$ cat src/rtl/b02_linea_pkg.sv
// b02_linea_pkg: shared states, limits and counter widths for the LINEA transmitter
package b02_linea_pkg;
  localparam logic [1:0] ST_IDLE  = 2'd0;
  localparam logic [1:0] ST_SHIFT = 2'd1;
  localparam logic [1:0] ST_GAP   = 2'd2;
  typedef enum logic [1:0] {
    IDLE  = ST_IDLE,
    SHIFT = ST_SHIFT,
    GAP   = ST_GAP
  } state_t;
  localparam int BCD_MAX = 9;
  localparam int CNT_W   = $clog2(8);
  localparam int GAP_W   = 4;
endpackage

$ cat src/rtl/b02_linea_shreg.sv
// b02_linea_shreg: MSB-first load/shift register with a bit down-counter and registered last flag
module b02_linea_shreg
  import b02_linea_pkg::*;
#(
  parameter int DIGIT_W = 4
) (
  input  logic               i_clk,
  input  logic               i_rst,
  input  logic               i_load,
  input  logic               i_shift,
  input  logic [DIGIT_W-1:0] i_din,
  output logic               o_msb,
  output logic               o_last
);
  logic [DIGIT_W-1:0] r_sh;
  logic [CNT_W-1:0]   r_cnt;
  logic               r_last;
  // zeros shift in behind the digit, so the line is low once a frame has drained
  always_ff @(posedge i_clk)
    if (i_rst) begin
      r_sh   <= '0;
      r_cnt  <= '0;
      r_last <= 1'b0;
    end else if (i_load) begin
      r_sh   <= i_din;
      r_cnt  <= CNT_W'(DIGIT_W - 1);
      r_last <= 1'b0;
    end else if (i_shift) begin
      r_sh   <= {r_sh[DIGIT_W-2:0], 1'b0};
      r_cnt  <= r_cnt - CNT_W'(1);
      r_last <= r_cnt == CNT_W'(1);
    end
  assign o_msb  = r_sh[DIGIT_W-1];
  assign o_last = r_last;
endmodule

$ cat src/rtl/b02_linea_tx.sv
// b02_linea_tx: serial digit transmitter for the b02 LINEA line; optional BCD rejection via B02_LINEA_TX_BCD_CHECK_EN
module b02_linea_tx
  import b02_linea_pkg::*;
#(
  parameter int DIGIT_W    = 4,
  parameter int GAP_CYCLES = 1
) (
  input  logic               clock,
  input  logic               RESET_G,
  input  logic               DIN_VALID,
  input  logic [DIGIT_W-1:0] DIN,
  output logic               DIN_READY,
  output logic               LINEA,
  output logic               FRAME,
  output logic               LAST,
  output logic               DONE,
  output logic               ERR
);
  state_t           r_state;
  state_t           w_nxt;
  logic [GAP_W-1:0] r_gap;
  logic             r_frame;
  logic             r_done;
  logic             r_err;
  logic             w_acc;
  logic             w_bad;
  logic             w_msb;
  logic             w_last;
  assign DIN_READY = r_state == IDLE && !RESET_G;
  assign w_acc     = DIN_VALID && DIN_READY;
`ifdef B02_LINEA_TX_BCD_CHECK_EN
  if (DIGIT_W != 4) begin : g_bcd_width
    $error("b02_linea_tx: BCD check needs DIGIT_W == 4");
  end
  assign w_bad = DIN > DIGIT_W'(BCD_MAX);
`else
  assign w_bad = 1'b0;
`endif
  // a rejected digit completes the handshake but never leaves IDLE
  assign w_nxt = r_state == IDLE  ? ((w_acc && !w_bad) ? SHIFT : IDLE) :
                 r_state == SHIFT ? (w_last ? (GAP_CYCLES > 0 ? GAP : IDLE) : SHIFT) :
                 (r_state == GAP && r_gap != '0) ? GAP : IDLE;
  // state, gap countdown and the registered frame/done/err strobes
  always_ff @(posedge clock)
    if (RESET_G) begin
      r_state <= IDLE;
      r_gap   <= '0;
      r_frame <= 1'b0;
      r_done  <= 1'b0;
      r_err   <= 1'b0;
    end else begin
      r_state <= w_nxt;
      r_gap   <= r_state == SHIFT ? GAP_W'(GAP_CYCLES - 1) : r_state == GAP ? r_gap - GAP_W'(1) : '0;
      r_frame <= w_nxt == SHIFT;
      r_done  <= r_state == SHIFT && w_last;
      r_err   <= w_acc && w_bad;
    end
  b02_linea_shreg #(.DIGIT_W(DIGIT_W)) u_shreg (
    .i_clk  (clock),
    .i_rst  (RESET_G),
    .i_load (w_acc && !w_bad),
    .i_shift(r_state == SHIFT),
    .i_din  (DIN),
    .o_msb  (w_msb),
    .o_last (w_last)
  );
  assign LINEA = w_msb;
  assign LAST  = w_last;
  assign FRAME = r_frame;
  assign DONE  = r_done;
  assign ERR   = r_err;
endmodule

$ cat config.mk
export PLATFORM = sky130hd
export DESIGN_NAME = b02_linea_tx
export DESIGN_NICKNAME = d
export VERILOG_FILES = /design/src/rtl/b02_linea_pkg.sv /design/src/rtl/b02_linea_shreg.sv /design/src/rtl/b02_linea_tx.sv
export SDC_FILE = /design/constraint.sdc
export NUM_CORES = 1
export LEC_CHECK = 0
export ABC_CLOCK_PERIOD_IN_PS = 2090
export BUFFER_PORTS_ARGS = -buffer_cell sky130_fd_sc_hd__buf_2
export CELL_PAD_IN_SITES_DETAIL_PLACEMENT = 0
export CELL_PAD_IN_SITES_GLOBAL_PLACEMENT = 1
export CORE_MARGIN = 10
export CORE_UTILIZATION = 38
export CTS_CLUSTER_SIZE = 28
export DETAILED_ROUTE_END_ITERATION = 6
export HOLD_SLACK_MARGIN = 0.03
export PLACE_DENSITY_LB_ADDON = 0.25
export SLEW_MARGIN = 20
export SYNTH_ARGS = -nofsm -noshare
export SYNTH_HDL_FRONTEND = slang
export SYNTH_SLANG_ARGS = --single-unit
$ cat constraint.sdc
create_clock -name clock -period 2.09 [get_ports clock]
set_input_delay 0.418 -clock clock [delete_from_list [all_inputs] [get_ports clock]]
set_output_delay 0.418 -clock clock [all_outputs]
set_load 0.02 [all_outputs]
==> metrics.cfg, run 1 <==
[final_layout]
final_nets=94
antenna_cells=0
drive_gt1_share_pct=27.71
finalInstanceArea_um2=802.0
stdcell_count=108
fill_cells=194
area_delta_synth_final_pct=11.67

[yosys]
ys_types=27
yosysSeqAreaShare_pct=44.60
ys.warnings.count=0
syn_area_um2=718.2
syn_avg_cell_area_um2=9.838
synth_nets=83
synthCells=73
ys_ff_latch=16

[power]
power_density_nw_per_um2=765.1
vdd_drop_max_mv=0.3560
p_leak_uw=0.0003498
power.total_uw=613.6

[cts]
clk_pin_slew_ns=0.09
clock-sinks=16
cts_resized=0
cts_setup_buffers=0
insertion_delay_ns=0.28
holdBufCountCts=0
cts_tree=built
cts_root_buf=clkbuf_4
clk_path_buf_depth=2
cts-buffers-inserted=3
ctsHtreeMaxLevel=1

[sta]
period_share_pct=71.53
worst_slew_pin_slew_ns=0.5301
max_freq_ghz=0.6689
setup_violations=0
hold_violations=0
tns_ns=0
rsz0062_at_grt=no
drv_slew=0
max-slew-margin-rel_pct=64.16
min_period_ns=1.495
fin_skew_ns=0.001529
hold_slack_ns=0.3633

[setup_path]
cp_slowest_cell=dfxtp_1
arrival_ns=1.71
critPathTopFamily=flip-flops
path_depth=3
crit_path_end_kind=flip-flop
required_ns=2.30
criticalPathCategory=flip-flop to flip-flop
start_kind=flip-flop
path_cells=nand2b_1 > mux2_2 > o21ai_0
worst_path_largest_cell_delay_ns=0.48
critPathBufInv=0
worst-path-max-fanout=9
reg2reg_depth=3

[floorplanning]
die_area_um2=4029
initial_utilization_pct=40.71
core_um2=1764
fp-row-count=15
io_pins=13
fp.dieH_um=63.48
dieWidth_um=63.48

[placement]
portBuffers=11
place_inst=104
post_dp_cell_area_um2=765.7
dp_hpwl_um=885.2
place_congestion=0.6509

[route]
viasPerCell=4.602
wl_per_cell_um=11.17
drt_first_pass_iters=4
ant_nets=0
drtIter0Drc=15
vias=497
wirelength_um=1206
drc=0

[min_path]
min_path_type=input port to flip-flop
hold_depth=3

[global_routing]
grt_pass1_vias=462
grt_pass1_wl_um=1994
antenna_found_initial=0
grt_usage_pct=6.134
grt_max_degree=17
grt_overflow_total=0

[job]
drv_cap=0

[outcome]
status=completed

[worst paths after layout]
path	from	to	slack (ns)
hold reg to reg	r_gap[0]$_SDFF_PP0_	r_gap[0]$_SDFF_PP0_	0.45
setup / recovery	r_state[1]$_SDFF_PP0_	u_shreg.r_cnt[1]$_SDFFE_PP0P_	0.59
hold / removal	DIN[0]	u_shreg.r_sh[0]$_SDFFE_PP0P_	0.36
setup reg to reg	r_state[1]$_SDFF_PP0_	u_shreg.r_cnt[1]$_SDFFE_PP0P_	0.59
[registers in the layout, summed over array words and instances, names as in the netlist]
signal and cells:
r_state 2, r_gap 4, u_shreg.r_sh 4, DONE 1, u_shreg.o_last 1, u_shreg.r_cnt 3
FRAME 1
[area by class of cell]
type | count | area (um^2) | share of cell area, %
inverters | 6 | 22.52 | 2.808
multi-input cells | 46 | 336.6 | 41.97
repair buffers | 11 | 55.05 | 6.864
clock buffers | 4 | 36.28 | 4.524
well taps | 25 | 31.28 | 3.900
flip-flops and latches | 16 | 320.3 | 39.94
[power breakdown]
| part | internal (uW) | switching [uW] |
|---|---|---|
| Sequential | 320 | 9.38 |
| Combinational | 36.7 | 44.3 |
| Clock | 106 | 97.0 |
| Total | 463 | 151 |
[stage by stage]
step | utilization, % | setup WS (ns)
5_1_grt | 45.46 | 0.4682
4_1_cts | 45.46 | 0.5518
6_report | 45.46 | 0.5950
3_5_place_dp | 43.40 | 0.5289
2_1_floorplan | - | 0.5477
3_3_place_gp | 43.40 | 0.5429
[worst register-to-register path, cell delays in order, from the launching register on]
cell and delay [ns]:
dfxtp_1 0.48, nand2b_1 0.41, mux2_2 0.39, o21ai_0 0.14
[cells in the final DEF, fill, tap and decap left out]
| cell | n |
|---|---|
| o21ai_0 | 1 |
| dfxtp_1 | 16 |
| o311ai_0 | 1 |
| nor4bb_1 | 1 |
| nand3b_1 | 2 |
| or4b_4 | 1 |
| xor2_1 | 1 |
| a211oi_2 | 3 |
| nand2b_1 | 1 |
| nand3_1 | 1 |
| xnor2_1 | 3 |
| o21a_4 | 1 |
| nor3_1 | 4 |
| mux2_2 | 1 |
| nor4b_1 | 1 |
| conb_1 | 1 |
| clkbuf_4 | 3 |
| mux2i_1 | 3 |
| nor2_2 | 2 |
| ha_1 | 3 |
| nor2_1 | 9 |
| buf_2 | 11 |
| nand2_1 | 2 |
| inv_1 | 6 |
| clkbuf_8 | 1 |
| a21oi_1 | 4 |
[layer usage]
layer / up-vias / global-route usage [%] / wire length, um
met1: 220 / 7.171 / 584
li1: 264 / - / -
met3: 2 / 2.827 / 74
met2: 11 / 8.668 / 542
met5: - / 0 / 0
met4: 0 / 4.098 / 5
[kinds of logic (layout without fill, tap and decap cells)]
| group | Yosys count | count (layout) | share of synthesized area (%) |
|---|---|---|---|
| AOI/OAI and AO/OA | 10 | 10 | 12.02 |
| xor gates and xnor gates | 4 | 4 | 4.879 |
| adders and majority gates | 3 | 3 | 5.227 |
| buffers and inverters | 11 | 21 | 8.535 |
| DFF | 16 | 16 | 44.60 |
| muxes | 4 | 4 | 5.749 |
| other | 1 | 1 | 0.5221 |
| and+or+nand+nor | 24 | 24 | 18.47 |
[synth_stat cells]
| master | instances | share of area (%) |
|---|---|---|
| a211oi_2 | 3 | 5.2 |
| a21oi_1 | 4 | 2.8 |
| buf_2 | 1 | 0.70 |
| buf_4 | 1 | 1.0 |
| buf_6 | 2 | 3.1 |
| clkbuf_1 | 1 | 0.52 |
| conb_1 | 1 | 0.52 |
| dfxtp_1 | 16 | 45 |
| ha_1 | 3 | 5.2 |
| inv_1 | 6 | 3.1 |
| mux2_2 | 1 | 1.6 |
| mux2i_1 | 3 | 4.2 |
| nand2_1 | 2 | 1.0 |
| nand2b_1 | 1 | 0.87 |
| nand3_1 | 1 | 0.70 |
| nand3b_1 | 2 | 2.1 |
| nor2_1 | 9 | 4.7 |
| nor2_2 | 2 | 1.7 |
| nor3_1 | 4 | 2.8 |
| nor4b_1 | 1 | 1.2 |
| nor4bb_1 | 1 | 1.4 |
| o21a_4 | 1 | 2.1 |
| o21ai_0 | 1 | 0.70 |
| o311ai_0 | 1 | 1.2 |
| or4b_4 | 1 | 1.9 |
| xnor2_1 | 3 | 3.7 |
| xor2_1 | 1 | 1.2 |
(Power assumes the default switching activity.)
==> inputs of run 2 (changes only) <==
- ABC_CLOCK_PERIOD_IN_PS: 2090 -> 1300
- CORE_UTILIZATION: 38 -> 36
- clock period: 2.09 -> 1.3 ns (I/O delays scaled with it)
==> run 2 against run 1 <==
- the flow now finishes with violations (setup timing)
- critical endpoint is now DIN_READY
- clock skew down 0.00096 ns
- critical path depth unchanged
- cell area up 16%
==> metrics.cfg, run 2 (synthesis results as in run 1) <==
[floorplanning]
fp-row-count=16
dieWidth_um=64.67
core_um2=1922
initial_utilization_pct=37.37
io_pins=13
die_area_um2=4182
fp.dieH_um=64.67

[final_layout]
fill_cells=198
antenna_cells=0
final_nets=104
drive_gt1_share_pct=44.57
area_delta_synth_final_pct=29.62
mostFrequentLayoutCell=dfxtp_1
utilization_pct=48.44
layout_common_cells=14 x dfxtp_1, 10 x buf_2, 8 x buf_4
finalInstanceArea_um2=930.9
top_regs=r_gap (4), u_shreg.r_sh (4), u_shreg.r_cnt (3)

[cts]
insertion_delay_ns=0.27
holdBufCountCts=0
cts_tree=built
clk_path_buf_depth=2
clk_pin_slew_ns=0.09
cts-buffers-inserted=3
ctsHtreeMaxLevel=1
cts_root_buf=clkbuf_4
clock-sinks=16

[placement]
dpl_worst_slack_ns=-0.02603
portBuffers=11
post_dp_cell_area_um2=848.3
place_congestion=0.7278

[setup_path]
cpMostUsedCell=buf_6
cp_slowest_cell=dfxtp_2
start_kind=flip-flop
critPathBufInv=2
criticalPathCategory=flip-flop to output pin
worst_path_largest_cell_delay_ns=0.35
worst-path-max-fanout=3
arrival_ns=1.05
required_ns=1.04
path_cells=buf_6 > nor3_4 > buf_6
crit_path_end_kind=output pin
critPathTopFamily=flip-flops

[sta]
hold_violations=0
tns_ns=-0.01289
setup_violations=1
rsz0062_at_grt=yes
drv_slew=0
min_period_ns=1.313
period_share_pct=101.0
fin_skew_ns=0.0005718
fin_ws_ns=-0.01289
max_freq_ghz=0.7617

[global_routing]
grt_pass1_wl_um=2504
grt_max_degree=16
antenna_found_initial=0
grt_usage_pct=7.285
grt_pass1_vias=567
grt_overflow_total=0

[outcome]
failed_checks=setup timing
status=finished with violations

[power]
power_density_nw_per_um2=1031
vdd_drop_max_mv=0.6246
power.total_uw=959.4
p_leak_uw=0.0004031

[job]
drv_cap=0

[route]
ant_nets=0
viasPerCell=4.613
drt_first_pass_iters=3
drc=0
drtIter0Drc=7
vias=549
wl_per_cell_um=12.23
wirelength_um=1455

[min_path]
min_path_type=input port to flip-flop

==> run 2: cell types whose count changed in the layout (fill, tap and decap cells not counted), moves of 2 or more <==
cell / delta
nor2_4: +3
nor2_1: -3
dfxtp_1: -2
buf_6: +3
dfxtp_2: +2
buf_4: +8
==> run 2: layout make-up <==
class	count	area [um^2]	area share (%)
repair buffers	21	143.9	15.46
well taps	27	33.78	3.629
inverters	6	22.52	2.419
clock buffers	3	22.52	2.419
flip-flops and latches	16	322.8	34.68
multi-input cells	46	385.4	41.40
==> run 2: path summary, 6_finish.rpt <==
check / startpoint / end / slack, ns / cells past startpoint
max: r_state[1]$_SDFF_PP0_ / DIN_READY / -0.01 / 3
max reg2reg: r_state[1]$_SDFF_PP0_ / r_state[0]$_SDFF_PP0_ / 0.02 / 3
min reg2reg: r_gap[0]$_SDFF_PP0_ / r_gap[0]$_SDFF_PP0_ / 0.44 / 1
min: DIN[0] / u_shreg.r_sh[0]$_SDFFE_PP0P_ / 0.22 / 3
==> run 2: through the flow <==
| stage | hold WS, ns | cells |
|---|---|---|
| 2_1_floorplan | 0.3393 | 73 |
| 3_3_place_gp | 0.4283 | 113 |
| 3_5_place_dp | 0.4302 | 113 |
| 4_1_cts | 0.2050 | 119 |
| 5_1_grt | 0.2145 | 119 |
| 6_report | 0.2193 | 119 |
==> run 2: worst min-delay path, delay by kind of cell <==
kind | cells | cell delay (ns)
AOI/OAI and AO/OA | 1 | 0.04
and+or+nand+nor | 1 | 0.06
buffers and inverters | 1 | 0.09
==> run 2: routing by layer <==
| metal | share of wire, % | GRT usage (%) | wire, um | vias up |
|---|---|---|---|---|
| met5 | 0 | 0 | 0 | - |
| met3 | 4.4 | 2.921 | 64 | 2 |
| met1 | 48 | 9.598 | 700 | 259 |
| met2 | 47 | 10.10 | 682 | 6 |
| li1 | - | - | - | 282 |
| met4 | 0.55 | 3.209 | 8 | 0 |
==> run 2: report_power, final <==
group | leakage (uW) | switching [uW] | total [uW] | internal [uW]
Sequential | 0.000131 | 13.5 | 529 | 515
Combinational | 0.000258 | 90.9 | 179 | 87.6
Clock | 0.0000138 | 145 | 252 | 107
==> run 2: timing repair <==
item	CTS	global route
pin swaps	1	1
endpoints found under the setup margin	1	4
buffers inserted	3	0
resized for setup	6	4
